[src/rtl/mem_bus_pkg.sv]
// Shared definitions for the memory bus arbiter.
//   size_e      : MEM32 access size codes as driven on m_size / mem_c
//   state_e     : arbiter FSM states
//   size_align_err() : flags reserved sizes and accesses not aligned to their size
package mem_bus_pkg;

    typedef enum logic [1:0] {
        SZ_BYTE = 2'b00,
        SZ_HALF = 2'b01,
        SZ_WORD = 2'b10,
        SZ_RSVD = 2'b11
    } size_e;

    typedef enum logic [1:0] {
        StIdle   = 2'd0,
        StAccess = 2'd1,
        StResp   = 2'd2
    } state_e;

    function automatic logic size_align_err(input size_e size, input logic [1:0] addr_lo);
        logic err;
        err = 1'b0;
        case (size)
            SZ_BYTE: err = 1'b0;
            SZ_HALF: err = addr_lo[0];
            SZ_WORD: err = |addr_lo;
            default: err = 1'b1;
        endcase
        return err;
    endfunction

endpackage

[src/rtl/rr_arbiter.sv]
// Combinational round-robin pick: first requester at or after ptr_i, scanning upward with wrap.
//   req_i   : request vector
//   ptr_i   : index with highest priority this round
//   grant_o : one-hot grant (all zero when nothing requests)
//   idx_o   : index of the granted requester
//   valid_o : some requester was granted
module rr_arbiter #(
    parameter int unsigned N     = 2,
    parameter int unsigned IDX_W = 1
) (
    input  logic [N-1:0]     req_i,
    input  logic [IDX_W-1:0] ptr_i,
    output logic [N-1:0]     grant_o,
    output logic [IDX_W-1:0] idx_o,
    output logic             valid_o
);

    always_comb begin
        int unsigned      cand;
        logic [IDX_W-1:0] cand_idx;
        logic             found;
        grant_o  = '0;
        idx_o    = '0;
        cand     = 0;
        cand_idx = '0;
        found    = 1'b0;
        for (int unsigned off = 0; off < N; off++) begin
            // ptr_i < N, so a single subtraction is enough to wrap
            cand = 32'(ptr_i) + off;
            if (cand >= N) begin
                cand = cand - N;
            end
            cand_idx = IDX_W'(cand);
            if (!found && req_i[cand_idx]) begin
                found             = 1'b1;
                grant_o[cand_idx] = 1'b1;
                idx_o             = cand_idx;
            end
        end
        valid_o = found;
    end

endmodule

[src/rtl/mem_bus_arbiter.sv]
// Round-robin arbiter putting N masters onto one MEM32-style memory port.
// Each transaction: IDLE (grant + check), ACCESS (WAIT_CYC+1 strobe cycles), RESP; the
// ack/err pulse is registered and so appears in the cycle after RESP.
//   clk_in, reset            : clock, asynchronous active-high reset
//   m_req/m_we/m_size/m_sign : per-master request, direction, size code, sign-extend flag
//   m_addr/m_wdata           : per-master byte address and write data (packed, master 0 lowest)
//   m_ack/m_err/m_rdata      : one-cycle completion, error flag, shared read data
//   mem_w/mem_r              : memory strobes, high only during ACCESS
//   mem_c/mem_s/mem_addr/mem_wdata : latched size, sign, rebased address, write data
//   mem_rdata                : combinational read data from memory
module mem_bus_arbiter
    import mem_bus_pkg::*;
#(
    parameter int unsigned       N_MASTERS = 2,
    parameter int unsigned       ADDR_W    = 32,
    parameter int unsigned       DATA_W    = 32,
    parameter logic [ADDR_W-1:0] BASE_ADDR = '0,
    parameter int unsigned       MEM_BYTES = 4096,
    parameter int unsigned       WAIT_CYC  = 0
) (
    input  logic                          clk_in,
    input  logic                          reset,
    input  logic [N_MASTERS-1:0]          m_req,
    input  logic [N_MASTERS-1:0]          m_we,
    input  logic [2*N_MASTERS-1:0]        m_size,
    input  logic [N_MASTERS-1:0]          m_sign,
    input  logic [ADDR_W*N_MASTERS-1:0]   m_addr,
    input  logic [DATA_W*N_MASTERS-1:0]   m_wdata,
    output logic [N_MASTERS-1:0]          m_ack,
    output logic [N_MASTERS-1:0]          m_err,
    output logic [DATA_W-1:0]             m_rdata,
    output logic                          mem_w,
    output logic                          mem_r,
    output logic [1:0]                    mem_c,
    output logic                          mem_s,
    output logic [ADDR_W-1:0]             mem_addr,
    output logic [DATA_W-1:0]             mem_wdata,
    input  logic [DATA_W-1:0]             mem_rdata
);

    localparam int unsigned       IDX_W    = (N_MASTERS > 1) ? $clog2(N_MASTERS) : 1;
    localparam logic [ADDR_W:0]   MemLim   = (ADDR_W + 1)'(MEM_BYTES);
    localparam logic [3:0]        WaitInit = 4'(WAIT_CYC);

    state_e                 state_q, state_d;
    logic [IDX_W-1:0]       grant_q, grant_d;
    logic [N_MASTERS-1:0]   gnt_oh_q, gnt_oh_d;
    logic [IDX_W-1:0]       ptr_q, ptr_d;
    logic [3:0]             cnt_q, cnt_d;
    logic                   we_q, we_d;
    size_e                  size_q, size_d;
    logic                   sign_q, sign_d;
    logic [ADDR_W-1:0]      addr_q, addr_d;
    logic [DATA_W-1:0]      wdata_q, wdata_d;
    logic                   err_q, err_d;
    logic [DATA_W-1:0]      rdata_q, rdata_d;
    logic                   mem_w_q, mem_w_d;
    logic                   mem_r_q, mem_r_d;
    logic [N_MASTERS-1:0]   ack_q, ack_d;
    logic [N_MASTERS-1:0]   merr_q, merr_d;

    logic [N_MASTERS-1:0]   arb_grant;
    logic [IDX_W-1:0]       arb_idx;
    logic                   arb_valid;

    logic                   sel_we;
    logic                   sel_sign;
    size_e                  sel_size;
    logic [ADDR_W-1:0]      sel_addr;
    logic [ADDR_W-1:0]      sel_rebased;
    logic [DATA_W-1:0]      sel_wdata;
    logic                   sel_err;

    rr_arbiter #(
        .N     (N_MASTERS),
        .IDX_W (IDX_W)
    ) u_rr_arbiter (
        .req_i   (m_req),
        .ptr_i   (ptr_q),
        .grant_o (arb_grant),
        .idx_o   (arb_idx),
        .valid_o (arb_valid)
    );

    // Fields of the master the arbiter is currently picking, plus its error check.
    always_comb begin
        sel_we      = m_we[arb_idx];
        sel_sign    = m_sign[arb_idx];
        sel_size    = size_e'(m_size[arb_idx*2 +: 2]);
        sel_addr    = m_addr[arb_idx*ADDR_W +: ADDR_W];
        sel_wdata   = m_wdata[arb_idx*DATA_W +: DATA_W];
        // Unsigned subtract: addresses below BASE_ADDR wrap high and fail the range check
        sel_rebased = sel_addr - BASE_ADDR;
        sel_err     = size_align_err(sel_size, sel_addr[1:0]) || ({1'b0, sel_rebased} >= MemLim);
    end

    always_comb begin
        state_d  = state_q;
        grant_d  = grant_q;
        gnt_oh_d = gnt_oh_q;
        ptr_d    = ptr_q;
        cnt_d    = cnt_q;
        we_d     = we_q;
        size_d   = size_q;
        sign_d   = sign_q;
        addr_d   = addr_q;
        wdata_d  = wdata_q;
        err_d    = err_q;
        rdata_d  = rdata_q;
        mem_w_d  = 1'b0;
        mem_r_d  = 1'b0;
        ack_d    = '0;
        merr_d   = '0;
        case (state_q)
            StIdle: begin
                if (arb_valid) begin
                    grant_d  = arb_idx;
                    gnt_oh_d = arb_grant;
                    we_d     = sel_we;
                    size_d   = sel_size;
                    sign_d   = sel_sign;
                    addr_d   = sel_rebased;
                    wdata_d  = sel_wdata;
                    err_d    = sel_err;
                    rdata_d  = '0;
                    if (sel_err) begin
                        state_d = StResp;
                    end else begin
                        state_d = StAccess;
                        cnt_d   = WaitInit;
                        mem_w_d = sel_we;
                        mem_r_d = !sel_we;
                    end
                end
            end
            StAccess: begin
                if (cnt_q == 4'd0) begin
                    state_d = StResp;
                    if (!we_q) begin
                        rdata_d = mem_rdata;
                    end
                end else begin
                    cnt_d   = cnt_q - 4'd1;
                    mem_w_d = we_q;
                    mem_r_d = !we_q;
                end
            end
            StResp: begin
                ack_d   = gnt_oh_q;
                merr_d  = err_q ? gnt_oh_q : '0;
                ptr_d   = (grant_q == IDX_W'(N_MASTERS - 1)) ? '0 : grant_q + 1'b1;
                state_d = StIdle;
            end
            default: state_d = StIdle;
        endcase
    end

    always_ff @(posedge clk_in or posedge reset) begin
        if (reset) begin
            state_q  <= StIdle;
            grant_q  <= '0;
            gnt_oh_q <= '0;
            ptr_q    <= '0;
            cnt_q    <= '0;
            we_q     <= 1'b0;
            size_q   <= SZ_BYTE;
            sign_q   <= 1'b0;
            addr_q   <= '0;
            wdata_q  <= '0;
            err_q    <= 1'b0;
            rdata_q  <= '0;
            mem_w_q  <= 1'b0;
            mem_r_q  <= 1'b0;
            ack_q    <= '0;
            merr_q   <= '0;
        end else begin
            state_q  <= state_d;
            grant_q  <= grant_d;
            gnt_oh_q <= gnt_oh_d;
            ptr_q    <= ptr_d;
            cnt_q    <= cnt_d;
            we_q     <= we_d;
            size_q   <= size_d;
            sign_q   <= sign_d;
            addr_q   <= addr_d;
            wdata_q  <= wdata_d;
            err_q    <= err_d;
            rdata_q  <= rdata_d;
            mem_w_q  <= mem_w_d;
            mem_r_q  <= mem_r_d;
            ack_q    <= ack_d;
            merr_q   <= merr_d;
        end
    end

    assign m_ack     = ack_q;
    assign m_err     = merr_q;
    assign m_rdata   = rdata_q;
    assign mem_w     = mem_w_q;
    assign mem_r     = mem_r_q;
    assign mem_c     = size_q;
    assign mem_s     = sign_q;
    assign mem_addr  = addr_q;
    assign mem_wdata = wdata_q;

endmodule

[config.mk]
export PLATFORM = sky130hd
export DESIGN_NAME = mem_bus_arbiter
export DESIGN_NICKNAME = d
export VERILOG_FILES = /design/src/rtl/mem_bus_pkg.sv /design/src/rtl/rr_arbiter.sv /design/src/rtl/mem_bus_arbiter.sv
export SDC_FILE = /design/constraint.sdc
export NUM_CORES = 1
export LEC_CHECK = 0
export ABC_AREA = 1
export ABC_CLOCK_PERIOD_IN_PS = 11300
export CORE_MARGIN = 2
export CORE_UTILIZATION = 40
export CTS_CLUSTER_SIZE = 12
export DETAILED_ROUTE_END_ITERATION = 16
export GPL_TIMING_DRIVEN = 0
export HOLD_SLACK_MARGIN = 0.12
export PLACE_DENSITY = 0.86
export REMOVE_ABC_BUFFERS = 1
export SYNTH_ARGS = -nofsm -noshare
export SYNTH_HDL_FRONTEND = slang
export SYNTH_SLANG_ARGS = --single-unit
[constraint.sdc]
create_clock -name clk_in -period 11.3 [get_ports clk_in]
set_input_delay 2.26 -clock clk_in [delete_from_list [all_inputs] [get_ports clk_in]]
set_output_delay 2.26 -clock clk_in [all_outputs]
set_load 0.02 [all_outputs]
==> results.sh, run 1 <==
export IMPL_end_kind="flip-flop"
export IMPL_vdd_ir_drop_max_mv=0.146
export IMPL_crit_required_ps=11630
export IMPL_hold_class="flip-flop to flip-flop"
export IMPL_yosys_cell_types_count=25
export IMPL_synth_top_area_share=0.536
export IMPL_placed_area_um2=8350
export IMPL_yosys_area_share_adder=0.00458
export IMPL_die_h_um=121
export IMPL_place_gp_congestion=0.817
export IMPL_syn_area_per_cell_um2=8.13
export IMPL_start_util=0.411
export IMPL_antenna_cells=0
export IMPL_p_sw_mw=0.789
export IMPL_p_seq_frac=0.292
export IMPL_synth_xor_xnor_area_share=0.00321
export IMPL_final_hold_violation_count=0
export IMPL_intPower_mw=1.38
export IMPL_synth_edf_count=0
export IMPL_area_growth_syn_to_layout_pct=65.0
export IMPL_synth_simple_area_share=0.255
export IMPL_numPortBuffers=276
export IMPL_cp_start_kind="input pin"
export IMPL_rsz0062_at_grt="no"
export IMPL_h_tree_depth=4
export IMPL_worst_pin_slew_ps=1160
export IMPL_power_mw=2.17
export IMPL_die_area_um2=14600
export IMPL_p_sw_frac=0.364
export IMPL_synthArstFlopShare=1.00
export IMPL_tns_ps=0
export IMPL_syn_area_um2=5460
export IMPL_synth_top_family_by_area="simple AND/OR/NAND/NOR gates"
export IMPL_postLayoutCellArea_um2=9010
export IMPL_post_route_period_util=0.510
export IMPL_clk_transition_reported_paths_ps=50
export IMPL_holdCritStartpoint="grant_q$_DFFE_PP0P_"
export IMPL_final_setup_viol_count=0
export IMPL_cts_sinks=117
export IMPL_io_pins=277
export IMPL_dpl_hpwl_um=11100
export IMPL_cp_arrival_ps=6090
export IMPL_core_area_um2=13300
export IMPL_first_global_vias=5360
export IMPL_power_per_cell_area_nw_per_um2=241
export IMPL_startpoint="m_req[1]"
export IMPL_cts_tree="done"
export IMPL_max_slew_margin_rel=0.225
export IMPL_slowest_delay_ps=1160
export IMPL_hold_buffers=0
export IMPL_antenna_found_initial=0
export IMPL_overflow=0
export IMPL_outcome="completed"
export IMPL_crit_reg2reg_launch="state_q[0]$_DFFE_PP0P_"
export IMPL_critical_path_max_fanout=51
export IMPL_totalWireLength_um=15700
export IMPL_cts_resized=0
export IMPL_cts_setup_buffers=0
export IMPL_utilization=0.678
export IMPL_crit_slowest_cell="clkdlybuf4s50_1"
export IMPL_synth_commonest_cells="nand2_1, dfrtp_1, inv_1, nor2_1"
export IMPL_synth_most_common_cell="nand2_1"
export IMPL_grt_usage=0.220
export IMPL_leakage_nw=3.98
export IMPL_viasPerCell=4.84
export IMPL_synth_compound_area_frac=0.113
export IMPL_finalNetCount=1103
export IMPL_synth_warnings=0
export IMPL_synth_main_ff_cell="dfrtp_1"
export IMPL_root_buffer="clkbuf_16"
export IMPL_finClkSkew_ps=6.21
export IMPL_grt_pass1_wl_um=25200
export IMPL_fmax_mhz=174
export IMPL_syn_instance_count=672
export IMPL_cts_max_path_buffers=2
export IMPL_critPathKind="input pin to flip-flop"
export IMPL_drv_cap=0
export IMPL_yosys_area_top_type="dfrtp_1"
export IMPL_ant_nets=0
export IMPL_yosys_top_cells_area="dfrtp_1, nand2_1, a31oi_1"
export IMPL_muxShareOfSynthArea=0.00183
export IMPL_p_comb_frac=0.435
export IMPL_ys_seq_area_frac=0.536
export IMPL_drcViolationCount=0
export IMPL_grt_max_degree=71
export IMPL_report_final_slew_viol_count=0
export IMPL_rows=42
export IMPL_drt_pass1_iterations=5
export IMPL_initialDrtViolationCount=229
export IMPL_die_width_um=121
export IMPL_drive_gt1_frac=0.0499
export IMPL_ys_ff_latch=117
export IMPL_cts_buffers_inserted=17
export IMPL_wire_per_inst_um=14.1
export IMPL_pwr_share_clk=0.273
export IMPL_period_minus_slack_ps=5760
export IMPL_via_count=5402
export IMPL_clock_latency_ps=410
export IMPL_crit_chain="clkdlybuf4s50_1 > nand2_1 > nand2_1 > nor2_2 > nor2_4 > inv_2 > o21ai_1 > o21a_2 > buf_12 > nand3_1 > o21ai_1"
==> power by group through the flow <==
stage / sequential (mW) / clock [mW] / combinational (mW)
after detailed placement: 0.639 / 0 / 0.947
after CTS: 0.634 / 0.602 / 0.952
final: 0.633 / 0.592 / 0.944
after floorplan: 0.793 / 0 / 0.321
after global routing: 0.652 / 0.620 / 1.03
after global placement: 0.632 / 0 / 0.898
==> critical path: cells and delay by family <==
family                 cells  cell delay [ps]
buffers and inverters      3             1950
AO/OA/AOI/OAI              3              720
AND/OR/NAND/NOR            5             1130
==> cells by family (layout without fill, tap and decap cells) <==
logic type | Yosys count | in the layout
buffers and inverters | 114 | 383
adder cells (fa/ha/maj) | 2 | 2
XOR/XNOR | 2 | 2
multiplexers | 1 | 1
flip-flops | 117 | 117
AND/OR/NAND/NOR | 325 | 325
AO/OA/AOI/OAI | 111 | 111
==> final timing paths <==
check | to | slack [ps] | depth (start not counted)
worst max-delay path | m_rdata[0]$_DFFE_PP0P_ | 5540 | 11
worst min-delay path | ptr_q$_DFFE_PP0P_ | 480 | 1
worst max register to register | m_rdata[0]$_DFFE_PP0P_ | 7620 | 9
worst min register to register | ptr_q$_DFFE_PP0P_ | 480 | 1
max in group asynchronous | mem_addr[27]$_DFFE_PP0P_ | 8350 | 3
min in group asynchronous | mem_wdata[4]$_DFFE_PP0P_ | 2270 | 2
==> layout make-up <==
type                       count  area [um2]
clock buffer                  24         522
inverter                      72         275
clock inverter                 7         140
fill                        1039        4280
sequential                   117        2930
multi-input combinational    441        2060
timing repair buffer         280        2870
tap                          176         220
==> routing by layer <==
metal	up-vias	share of wire	global-route usage
li1	2671	-	-
met1	2443	0.40	0.251
met2	232	0.48	0.362
met3	56	0.077	0.0705
met4	0	0.044	0.126
met5	-	0	0
==> sequential cells by signal, summed over array words and instances, names as in the netlist <==
name	count
cnt_q	4
ptr_q	1
grant_q	1
mem_addr	32
state_q	2
mem_w	1
mem_wdata	32
m_err	2
mem_s	1
we_q	1
mem_c	2
err_q	1
m_ack	2
m_rdata	32
mem_r	1
gnt_oh_q	2
==> layout by cell type, fill, tap and decap left out, drive strengths merged <==
cell type        n
clkinvlp         2
o21ai           63
clkdlybuf4s50  276
nand2          195
mux2i            1
dfrtp          117
inv             72
nor3             3
a21oi            1
xnor2            2
a31oi           44
nor2            62
o22ai            1
clkbuf          24
o21a             2
ha               2
nand3b          20
clkinv           1
bufinv           4
buf              4
nand3           45
==> metrics by stage <==
step	worst slack [ps]	hold WS (ps)	cells
global placement	2870	455	1082
detailed placement	5140	461	1086
CTS	5570	474	1117
floorplan	5500	437	630
finish	5540	478	1117
global route	5150	487	1117
Power figures use the tool's default switching activity.
==> run 2, diff against run 1 <==
--- a/config.mk
+++ b/config.mk
@@ -6,7 +6,7 @@
 export NUM_CORES = 1
 export LEC_CHECK = 0
 export ABC_AREA = 1
-export ABC_CLOCK_PERIOD_IN_PS = 11300
+export ABC_CLOCK_PERIOD_IN_PS = 6000
 export CORE_MARGIN = 2
 export CORE_UTILIZATION = 40
 export CTS_CLUSTER_SIZE = 12
==> constraint.sdc (replaced) <==
create_clock -name clk_in -period 6 [get_ports clk_in]
set_input_delay 1.2 -clock clk_in [delete_from_list [all_inputs] [get_ports clk_in]]
set_output_delay 1.2 -clock clk_in [all_outputs]
set_load 0.02 [all_outputs]
==> results of run 2 <==
The final DEF is identical to that of run 1. Status: completed.
Among the figures that moved: setup slack after placement 5140 ps -> 897 ps; setup slack after layout 5540 ps -> 1300 ps; register-to-register setup slack 7620 ps -> 2320 ps; total power 2.17 mW -> 4.08 mW; worst IR drop on VDD 0.146 mV -> 0.275 mV
==> run 3, diff against run 2 <==
--- a/config.mk
+++ b/config.mk
@@ -6,7 +6,7 @@
 export NUM_CORES = 1
 export LEC_CHECK = 0
 export ABC_AREA = 1
-export ABC_CLOCK_PERIOD_IN_PS = 6000
+export ABC_CLOCK_PERIOD_IN_PS = 4400
 export CORE_MARGIN = 2
 export CORE_UTILIZATION = 40
 export CTS_CLUSTER_SIZE = 12
==> constraint.sdc (replaced) <==
create_clock -name clk_in -period 4.4 [get_ports clk_in]
set_input_delay 0.88 -clock clk_in [delete_from_list [all_inputs] [get_ports clk_in]]
set_output_delay 0.88 -clock clk_in [all_outputs]
set_load 0.02 [all_outputs]
==> results.sh, run 3 (same netlist as run 1, synthesis figures left out) <==
export IMPL_critPathKind="input pin to flip-flop"
export IMPL_viasPerCell=4.84
export IMPL_initialDrtViolationCount=238
export IMPL_rows=42
export IMPL_cts_tree="done"
export IMPL_numPortBuffers=276
export IMPL_antenna_found_initial=0
export IMPL_layout_commonest_cell="clkdlybuf4s50_1"
export IMPL_instances_no_fill=1117
export IMPL_rsz0062_at_grt="no"
export IMPL_final_hold_violation_count=0
export IMPL_vdd_ir_drop_max_mv=0.374
export IMPL_start_util=0.411
export IMPL_max_slew_margin_rel=0.223
export IMPL_die_area_um2=14600
export IMPL_grt_pass1_wl_um=25200
export IMPL_p_seq_frac=0.292
export IMPL_dpl_hpwl_um=11100
export IMPL_finClkSkew_ps=6.73
export IMPL_end_kind="flip-flop"
export IMPL_finalNetCount=1103
export IMPL_period_minus_slack_ps=4010
export IMPL_overflow=0
export IMPL_power_per_cell_area_nw_per_um2=618
export IMPL_hold_buffers=0
export IMPL_crit_slowest_cell="dlymetal6s2s_1"
export IMPL_io_pins=277
export IMPL_core_area_um2=13300
export IMPL_cp_arrival_ps=4340
export IMPL_drive_gt1_frac=0.0499
export IMPL_totalWireLength_um=15800
export IMPL_root_buffer="clkbuf_16"
export IMPL_report_final_slew_viol_count=0
export IMPL_via_count=5401
export IMPL_cts_max_path_buffers=2
export IMPL_ant_nets=0
export IMPL_clk_transition_reported_paths_ps=50
export IMPL_final_setup_viol_count=0
export IMPL_worst_pin_slew_ps=1170
export IMPL_first_global_vias=5360
export IMPL_outcome="completed"
export IMPL_drv_cap=0
export IMPL_grt_max_degree=71
export IMPL_mostFrequentLayoutCells="clkdlybuf4s50_1, nand2_1, dfrtp_1"
export IMPL_critical_path_max_fanout=51
export IMPL_crit_chain="dlymetal6s2s_1 > nand2_1 > nand2_1 > nor2_2 > nor2_4 > inv_2 > o21ai_1 > o21a_2 > buf_12 > nand3_1 > o21ai_1"
export IMPL_cp_start_kind="input pin"
export IMPL_fmax_mhz=249
export IMPL_area_growth_syn_to_layout_pct=65.0
export IMPL_post_route_period_util=0.911
export IMPL_antenna_cells=0
export IMPL_intPower_mw=3.54
export IMPL_h_tree_depth=4
export IMPL_cts_buffers_inserted=17
export IMPL_drcViolationCount=0
export IMPL_wire_per_inst_um=14.1
export IMPL_leakage_nw=3.99
export IMPL_dp_cells=1086
export IMPL_crit_required_ps=4730
export IMPL_die_h_um=121
export IMPL_clock_latency_ps=410
export IMPL_cts_sinks=117
export IMPL_p_sw_frac=0.364
export IMPL_drt_pass1_iterations=6
export IMPL_pwr_share_clk=0.272
export IMPL_place_gp_congestion=0.817
export IMPL_p_comb_frac=0.436
export IMPL_hold_class="flip-flop to flip-flop"
export IMPL_die_width_um=121
export IMPL_grt_usage=0.220
export IMPL_p_sw_mw=2.03
export IMPL_tns_ps=0
export IMPL_slowest_delay_ps=770
-- run 3: timing repair --
action | CTS | global route
endpoints found under the setup margin | 0 | 36
gates resized for setup | 0 | 1
buffers inserted | 0 | 0
-- run 3: worst max-delay path, delay by kind of cell --
family	cells	cell delay (ps)
buffers and inverters	3	1570
and+or+nand+nor	5	1130
AOI/OAI and AO/OA	3	730
-- run 3: metal layers --
metal,vias up,part of all wire,GRT usage
li1,2676,-,-
met1,2459,0.40,0.251
met2,216,0.48,0.362
met3,50,0.073,0.0705
met4,0,0.042,0.126
met5,-,0,0
-- run 3: path summary, 6_finish.rpt --
| kind | from | endpoint | slack [ps] | cells after the start |
|---|---|---|---|---|
| max | m_req[1] | m_rdata[0]$_DFFE_PP0P_ | 390 | 11 |
| min | grant_q$_DFFE_PP0P_ | ptr_q$_DFFE_PP0P_ | 480 | 1 |
| max reg2reg | state_q[0]$_DFFE_PP0P_ | m_rdata[0]$_DFFE_PP0P_ | 700 | 9 |
| min reg2reg | grant_q$_DFFE_PP0P_ | ptr_q$_DFFE_PP0P_ | 480 | 1 |
| max in group asynchronous | reset | mem_addr[27]$_DFFE_PP0P_ | 2830 | 3 |
| min in group asynchronous | reset | mem_wdata[4]$_DFFE_PP0P_ | 890 | 2 |
-- run 3: layout make-up --
cell class                      instances  area, um2
Sequential cell                       117       2930
Inverter                               72        275
Clock buffer                           24        522
Multi-Input combinational cell        441       2060
Clock inverter                          7        140
Tap cell                              176        220
Timing Repair Buffer                  280       2870
Fill cell                            1038       4280
-- run 3: through the flow --
stage / power (mW) / hold slack, ps / area (um2) / util / worst slack, ps
after floorplan: 2.86 / 437 / 5260 / - / -22.4
after global placement: 3.93 / 455 / 8240 / 0.620 / -2650
after detailed placement: 4.07 / 461 / 8350 / 0.628 / -383
after CTS: 5.62 / 474 / 9010 / 0.678 / 49.9
after global routing: 5.90 / 487 / 9010 / 0.678 / 27.7
final: 5.57 / 478 / 9010 / 0.678 / 391
-- run 3: power by group through the flow --
| stage | logic (mW) | clock network [mW] | registers (mW) |
|---|---|---|---|
| after detailed placement | 2.43 | 0 | 1.64 |
| after global placement | 2.31 | 0 | 1.62 |
| after global routing | 2.64 | 1.59 | 1.68 |
| after floorplan | 0.824 | 0 | 2.04 |
| after CTS | 2.45 | 1.55 | 1.63 |
| final | 2.43 | 1.52 | 1.63 |
